<file path="src/rtl/spi_frame_decoder_pkg.sv">
// Shared types and status-byte layout for the SPI frame decoder.
package spi_frame_decoder_pkg;

  typedef enum logic [2:0] {
    ST_IDLE,
    ST_CMD,
    ST_LEN,
    ST_PAYLOAD,
    ST_CHK,
    ST_DISCARD
  } state_t;

  localparam logic [3:0] STATUS_TAG = 4'hA;
  localparam int unsigned STAT_FULL = 0;
  localparam int unsigned STAT_CHK  = 1;
  localparam int unsigned STAT_LEN  = 2;
  localparam int unsigned STAT_OVF  = 3;

  function automatic logic [7:0] make_status(input logic ovf, input logic len_err,
                                             input logic chk_err, input logic full);
    logic [7:0] s;
    s = {STATUS_TAG, 4'h0};
    s[STAT_OVF]  = ovf;
    s[STAT_LEN]  = len_err;
    s[STAT_CHK]  = chk_err;
    s[STAT_FULL] = full;
    return s;
  endfunction

  // States in which a CS rise means the frame was cut short.
  function automatic logic in_frame(input state_t s);
    return (s == ST_CMD) || (s == ST_LEN) || (s == ST_PAYLOAD) || (s == ST_CHK);
  endfunction

endpackage

</file>
<file path="src/rtl/spi_rx_fifo.sv">
// Synchronous payload FIFO, 9-bit {last,data} entries, registered head output.
module spi_rx_fifo #(
  parameter int unsigned DEPTH = 16
) (
  input  logic       i_Clk,
  input  logic       i_Rst,
  input  logic       i_Push,
  input  logic [8:0] i_Push_Data,
  input  logic       i_Pop,
  output logic [8:0] o_Rd_Data,
  output logic       o_Full,
  output logic       o_Empty
);

  localparam int unsigned AW = $clog2(DEPTH);
  localparam logic [AW:0] DEPTH_C = (AW + 1)'(DEPTH);

  logic [8:0]    mem [DEPTH];
  logic [AW-1:0] wr_ptr, rd_ptr, rd_ptr_n;
  logic [AW:0]   count, count_n;
  logic          push_ok, pop_ok;

  assign o_Full  = (count == DEPTH_C);
  assign o_Empty = (count == '0);

  always_comb begin
    pop_ok   = i_Pop & ~o_Empty;
    push_ok  = i_Push & (~o_Full | pop_ok);
    rd_ptr_n = pop_ok ? rd_ptr + AW'(1) : rd_ptr;
    count_n  = count + (AW + 1)'(push_ok) - (AW + 1)'(pop_ok);
  end

  always_ff @(posedge i_Clk) begin
    if (push_ok) mem[wr_ptr] <= i_Push_Data;
  end

  // Head register bypasses the write when the pushed entry becomes the new head.
  always_ff @(posedge i_Clk) begin
    if (i_Rst) begin
      wr_ptr    <= '0;
      rd_ptr    <= '0;
      count     <= '0;
      o_Rd_Data <= '0;
    end else begin
      if (push_ok) wr_ptr <= wr_ptr + AW'(1);
      rd_ptr <= rd_ptr_n;
      count  <= count_n;
      if (count_n == '0)
        o_Rd_Data <= '0;
      else if (push_ok && (wr_ptr == rd_ptr_n))
        o_Rd_Data <= i_Push_Data;
      else
        o_Rd_Data <= mem[rd_ptr_n];
    end
  end

endmodule

</file>
<file path="src/rtl/spi_frame_decoder.sv">
// Parses SPI slave bytes into CMD/LEN/payload/CHK frames, buffers payload and
// returns a status byte on every received byte.
module spi_frame_decoder
  import spi_frame_decoder_pkg::*;
#(
  parameter int unsigned MAX_LEN        = 64,
  parameter int unsigned FIFO_DEPTH     = 16,
  parameter int unsigned CS_SYNC_STAGES = 4
) (
  input  logic       i_Clk,
  input  logic       i_Rst,
  input  logic       i_RX_DV,
  input  logic [7:0] i_RX_Byte,
  input  logic       i_SPI_CS_n,
  output logic       o_TX_DV,
  output logic [7:0] o_TX_Byte,
  output logic [7:0] o_Cmd,
  output logic       o_Cmd_Valid,
  output logic [7:0] o_Data,
  output logic       o_Data_Valid,
  input  logic       i_Data_Ready,
  output logic       o_Data_Last,
  output logic       o_Frame_Done,
  output logic       o_Err_Checksum,
  output logic       o_Err_Length,
  output logic       o_Err_Overflow,
  output logic       o_Err_Abort
);

  localparam logic [7:0] MAX_LEN_B = 8'(MAX_LEN);

  logic [CS_SYNC_STAGES-1:0] cs_sync;
  logic cs_s, cs_d, cs_fall, cs_rise;

  state_t     state, state_n;
  logic [7:0] cnt, cnt_n, xor_q, xor_n, new_xor, cmd_n;
  logic       ovf_q, ovf_n, ovf_live, len_err_q, len_err_n, prev_chk_q, prev_chk_n;
  logic       push_q, push_n;
  logic [8:0] push_data_q, push_data_n;
  logic       tx_dv_n, cmd_valid_n, done_n;
  logic [7:0] tx_byte_n;
  logic       e_chk_n, e_len_n, e_ovf_n, e_abort_n;

  logic       fifo_full, fifo_empty, fifo_pop, drop;
  logic [8:0] fifo_rd;

  assign cs_s    = cs_sync[CS_SYNC_STAGES-1];
  assign cs_fall = cs_d & ~cs_s;
  assign cs_rise = ~cs_d & cs_s;

  assign o_Data_Valid = ~fifo_empty;
  assign o_Data       = fifo_rd[7:0];
  assign o_Data_Last  = fifo_rd[8];
  assign fifo_pop     = o_Data_Valid & i_Data_Ready;
  // A push arriving on a full FIFO is lost unless a pop frees a slot that cycle.
  assign drop         = push_q & fifo_full & ~fifo_pop;
  assign ovf_live     = ovf_q | drop;

  spi_rx_fifo #(.DEPTH(FIFO_DEPTH)) u_fifo (
    .i_Clk       (i_Clk),
    .i_Rst       (i_Rst),
    .i_Push      (push_q),
    .i_Push_Data (push_data_q),
    .i_Pop       (fifo_pop),
    .o_Rd_Data   (fifo_rd),
    .o_Full      (fifo_full),
    .o_Empty     (fifo_empty)
  );

  always_comb begin
    state_n     = state;
    cnt_n       = cnt;
    xor_n       = xor_q;
    new_xor     = xor_q ^ i_RX_Byte;
    cmd_n       = o_Cmd;
    ovf_n       = ovf_live;
    len_err_n   = len_err_q;
    prev_chk_n  = prev_chk_q;
    push_n      = 1'b0;
    push_data_n = push_data_q;
    tx_dv_n     = 1'b0;
    tx_byte_n   = o_TX_Byte;
    cmd_valid_n = 1'b0;
    done_n      = 1'b0;
    e_chk_n     = 1'b0;
    e_len_n     = 1'b0;
    e_ovf_n     = 1'b0;
    e_abort_n   = 1'b0;

    if (cs_fall) begin
      state_n   = ST_CMD;
      xor_n     = '0;
      ovf_n     = 1'b0;
      len_err_n = 1'b0;
      tx_dv_n   = 1'b1;
    end else begin
      if (i_RX_DV && (state != ST_IDLE)) begin
        tx_dv_n = 1'b1;
        xor_n   = new_xor;
        case (state)
          ST_CMD: begin
            cmd_n       = i_RX_Byte;
            cmd_valid_n = 1'b1;
            state_n     = ST_LEN;
          end
          ST_LEN: begin
            if (i_RX_Byte > MAX_LEN_B) begin
              done_n     = 1'b1;
              e_len_n    = 1'b1;
              len_err_n  = 1'b1;
              prev_chk_n = 1'b0;
              state_n    = ST_DISCARD;
            end else if (i_RX_Byte == 8'd0) begin
              state_n = ST_CHK;
            end else begin
              cnt_n   = i_RX_Byte;
              state_n = ST_PAYLOAD;
            end
          end
          ST_PAYLOAD: begin
            push_n      = 1'b1;
            push_data_n = {cnt == 8'd1, i_RX_Byte};
            cnt_n       = cnt - 8'd1;
            if (cnt == 8'd1) state_n = ST_CHK;
          end
          ST_CHK: begin
            done_n     = 1'b1;
            e_chk_n    = (new_xor != 8'd0);
            e_ovf_n    = ovf_live;
            prev_chk_n = e_chk_n;
            state_n    = ST_DISCARD;
          end
          default: ;
        endcase
      end
      // Evaluated after the byte so a completing CHK wins over the abort.
      if (cs_rise) begin
        if (in_frame(state_n)) begin
          done_n     = 1'b1;
          e_abort_n  = 1'b1;
          e_ovf_n    = ovf_live;
          prev_chk_n = 1'b0;
        end
        state_n = ST_IDLE;
      end
    end

    if (tx_dv_n) tx_byte_n = make_status(ovf_n, len_err_n, prev_chk_n, fifo_full);
  end

  always_ff @(posedge i_Clk) begin
    if (i_Rst) begin
      cs_sync        <= '1;
      cs_d           <= 1'b1;
      state          <= ST_IDLE;
      cnt            <= '0;
      xor_q          <= '0;
      ovf_q          <= 1'b0;
      len_err_q      <= 1'b0;
      prev_chk_q     <= 1'b0;
      push_q         <= 1'b0;
      push_data_q    <= '0;
      o_TX_DV        <= 1'b0;
      o_TX_Byte      <= '0;
      o_Cmd          <= '0;
      o_Cmd_Valid    <= 1'b0;
      o_Frame_Done   <= 1'b0;
      o_Err_Checksum <= 1'b0;
      o_Err_Length   <= 1'b0;
      o_Err_Overflow <= 1'b0;
      o_Err_Abort    <= 1'b0;
    end else begin
      cs_sync        <= {cs_sync[CS_SYNC_STAGES-2:0], i_SPI_CS_n};
      cs_d           <= cs_s;
      state          <= state_n;
      cnt            <= cnt_n;
      xor_q          <= xor_n;
      ovf_q          <= ovf_n;
      len_err_q      <= len_err_n;
      prev_chk_q     <= prev_chk_n;
      push_q         <= push_n;
      push_data_q    <= push_data_n;
      o_TX_DV        <= tx_dv_n;
      o_TX_Byte      <= tx_byte_n;
      o_Cmd          <= cmd_n;
      o_Cmd_Valid    <= cmd_valid_n;
      o_Frame_Done   <= done_n;
      o_Err_Checksum <= e_chk_n;
      o_Err_Length   <= e_len_n;
      o_Err_Overflow <= e_ovf_n;
      o_Err_Abort    <= e_abort_n;
    end
  end

endmodule

</file>
<file path="config.mk">
export PLATFORM = sky130hd
export DESIGN_NAME = spi_frame_decoder
export DESIGN_NICKNAME = d
export VERILOG_FILES = /design/src/rtl/spi_frame_decoder_pkg.sv /design/src/rtl/spi_rx_fifo.sv /design/src/rtl/spi_frame_decoder.sv
export SDC_FILE = /design/constraint.sdc
export NUM_CORES = 1
export LEC_CHECK = 0
export CORE_MARGIN = 2
export CORE_UTILIZATION = 60
export DETAILED_ROUTE_END_ITERATION = 10
export PLACE_DENSITY = 0.79
export SKIP_CTS_REPAIR_TIMING = 1
export SKIP_LAST_GASP = 1
export SLEW_MARGIN = 5
export SYNTH_ARGS = -nofsm -noshare
export SYNTH_HDL_FRONTEND = slang
export SYNTH_HIERARCHICAL = 1
export SYNTH_SLANG_ARGS = --single-unit
</file>
<file path="constraint.sdc">
create_clock -name i_Clk -period 7.65 [get_ports i_Clk]
set_clock_uncertainty 0.2 [all_clocks]
set_input_delay 1.9125 -clock i_Clk [delete_from_list [all_inputs] [get_ports i_Clk]]
set_output_delay 1.9125 -clock i_Clk [all_outputs]
set_load 0.005 [all_outputs]
</file>
==> impl_metrics.py <==
metrics = {
    "floorplanning": {
        "die_h_um": 140,
        "initial_core_util_pct": 61.3,
        "io_pins": 46,
        "die-area_mm2": 0.0195,
        "rows": 49,
        "core-area_mm2": 0.0180,
        "dieWidth_um": 140,
    },
    "setup_path": {
        "end_kind": "flip-flop",
        "path_cells": "clkdlybuf4s50_1, nor2b_1, buf_4, nand2_1, buf_4, inv_2, ha_1, inv_1, ha_1, inv_1, fa_1, nand2b_1, a21oi_1, o21ai_0, a41oi_1, o31ai_1, a21oi_1",
        "cp_top_family": "buffers and inverters",
        "slowest_delay_ns": 0.77,
        "cp-start-kind": "primary input",
        "worstPathRequired_ns": 7.87,
        "cp_max_fo": 27,
        "crit_buf_inv": 6,
        "crit_type": "in -> reg",
        "slowest_stage": "a41oi_1",
        "arrival_ns": 6.02,
    },
    "finish": {
        "diodes": 0,
        "nets": 959,
        "nFillCells": 1331,
        "layout_commonest_cell": "edfxtp_1",
        "layout_common_cells": "144 x edfxtp_1, 130 x mux2i_1, 77 x dfxtp_1",
        "drive_gt1_share_pct": 8.97,
        "final_util_pct": 67.7,
        "area_growth_pct": 10.4,
    },
    "clocking": {
        "clkLatencyLatePin_ns": 0.50,
        "htree_num_levels": 1,
        "clk_path_buf_depth": 3,
        "clk_pin_slew_ns": 0.06,
        "clkSinkCount": 223,
        "root_buffer": "clkbuf_16",
        "cts_buffers": 23,
        "cts_tree": "done",
    },
    "sta": {
        "max_freq_ghz": 0.173,
        "rsz0062_at_grt": "no",
        "drv_slew": 0,
        "period_needed_ns": 5.79,
        "slew_headroom_pct": 28.7,
        "finalCritPeriodShare_pct": 75.7,
        "setup_viol": 0,
        "worst_pin_slew_ns": 1.07,
        "hold_viol": 0,
        "setup-tns-final_ns": 0,
    },
    "global_route": {
        "grtUsageTotal_pct": 26.1,
        "grt_pass1_wl_mm": 40.6,
        "antenna_found_initial": 0,
        "grt_pass1_vias": 7502,
        "grt_max_degree": 70,
        "grt_remaining_overflow": 0,
    },
    "routing": {
        "drc": 0,
        "drt_iter0_drc": 894,
        "drt-pass1-iter-count": 6,
        "ant_nets": 0,
        "vias": 7672,
        "post_drt_wl_per_cell_um": 21.6,
        "finalWirelength_mm": 25.5,
        "via_per_inst": 6.52,
    },
    "placed_design": {
        "port_buffers": 43,
        "dp_hpwl_mm": 16.0,
        "routabilityCongestion": 0.901,
    },
    "synthesis": {
        "synthFlopType": "edfxtp_1",
        "mappedNetlistArea_mm2": 0.0111,
        "synth_cells": 920,
        "seq_area_frac_synth_pct": 53.4,
        "avgSynthCellArea_um2": 12.0,
        "synth_cell_types": 87,
        "synth_edf_count": 144,
        "async_flop_share_pct": 0,
        "synth_top_cell_by_area": "edfxtp_1",
        "synth_seq_cells": 223,
        "yosys_warnings": 6,
        "synth_area_leaders": "edfxtp_1 39%, dfxtp_1 14%, mux2i_1 12%",
        "yosysTopAreaCellShare_pct": 39.1,
    },
    "pwr": {
        "clkPwrFrac_pct": 33.0,
        "power_frac_seq_pct": 42.2,
        "ir_worst_vdd_uv": 203,
        "intPower_uw": 2220,
        "power.density_mw_per_mm2": 261,
        "comb_power_share_pct": 24.8,
        "switching_power_uw": 958,
        "power_leakage_uw": 0.00412,
        "switching_share_pct": 30.1,
    },
    "hold_path": {
        "hold_class": "reg -> reg",
    },
    "status": {
        "outcome": "completed",
    },
    "run": {
        "maxCapViolCount": 0,
    },
}
==> flip-flops by register name (all words and copies together), names as in the netlist, 3 cells and up <==
| register | count |
|---|---|
| cnt | 8 |
| o_Cmd | 8 |
| u_fifo/rd_ptr | 4 |
| u_fifo/o_Rd_Data | 9 |
| push_data_q | 9 |
| u_fifo/mem | 144 |
| o_TX_Byte | 5 |
| u_fifo/wr_ptr | 4 |
| xor_q | 8 |
| cs_sync | 4 |
| u_fifo/count | 5 |
| state | 3 |
==> cells by family (layout without fill, tap and decap cells) <==
family          count (synthesis)  after routing  synth area share [%]
other cells                     1              2                0.0339
flops                         223            223                  53.4
xor+xnor                       28             28                  2.22
buf+inv                        96            123                  4.36
fa+ha+maj                      15             15                  1.74
compound gates                214            214                  14.8
mux                           140            140                  13.8
simple gates                  203            203                  9.58
==> final cells by class <==
class / instances / area (um^2) / share of cell area [%]
well taps: 229 / 287 / 2.35
inverters: 27 / 101 / 0.831
clock inverters: 3 / 12.5 / 0.103
multi-input cells: 602 / 4680 / 38.4
clock buffers: 38 / 696 / 5.70
flip-flops and latches: 223 / 5910 / 48.4
repair buffers: 55 / 515 / 4.22
==> metal layers <==
metal  global-route usage (%)  vias up  part of all wire (%)
li1                         -     3541                     -
met1                     35.4     3735                    41
met2                     42.8      331                    48
met3                     4.34       65                   7.5
met4                     9.53        0                   3.3
met5                        0        -                     0
==> synthesized netlist by cell type, types with 3 or more instances <==
master	number
buf_2	16
nor3_1	17
and2_1	5
inv_1	25
o22a_1	17
and3b_1	3
dfxtp_1	79
o211ai_1	4
xnor2_1	5
o21ai_1	9
a22oi_1	9
ha_1	13
o31ai_1	14
a21oi_1	45
or2_2	5
xor2_1	23
nor2_1	69
clkbuf_1	33
buf_6	7
nand2_1	44
o31a_1	3
o32a_1	24
nand3b_1	5
o21ai_0	20
or3_1	5
mux2i_1	130
edfxtp_1	144
mux4_2	10
nor2b_1	8
nand2b_1	8
a221oi_1	18
a31oi_1	4
o22ai_1	3
buf_4	10
a211oi_1	5
nor4_1	8
a2111oi_1	7
==> final timing paths <==
path	from	end	slack, ns	depth (start not counted)
hold reg to reg	cs_sync[2]$_SDFF_PP1_	cs_sync[3]$_SDFF_PP1_	0.21	1
setup reg to reg	u_fifo/count[3]$_SDFF_PP0_	u_fifo/o_Rd_Data[1]$_SDFF_PP0_	2.31	20
hold / removal	cs_sync[2]$_SDFF_PP1_	cs_sync[3]$_SDFF_PP1_	0.21	1
setup / recovery	i_Data_Ready	u_fifo/o_Rd_Data[1]$_SDFF_PP0_	1.86	17
==> through the flow <==
step                      area [um^2]  power [uW]  std cells  hold slack [ns]  worst slack, ns
final                           12200        3180       1177            0.208             1.86
after floorplan                 11100        1980        921            0.189             2.43
after detailed placement        11500        2140       1136            0.198             1.40
after global placement          11500        2130       1136            0.193             1.46
after global routing            12200        3300       1177            0.221             1.46
after CTS                       12200        3180       1177            0.211             1.88
==> power by group through the flow <==
stage	registers [uW]	clock network [uW]	logic, uW
4_1_cts	1340	1060	782
3_5_place_dp	1370	0	777
5_1_grt	1340	1110	852
3_3_place_gp	1360	0	767
6_report	1340	1050	790
2_1_floorplan	1330	0	643
Power figures use the tool's default switching activity.
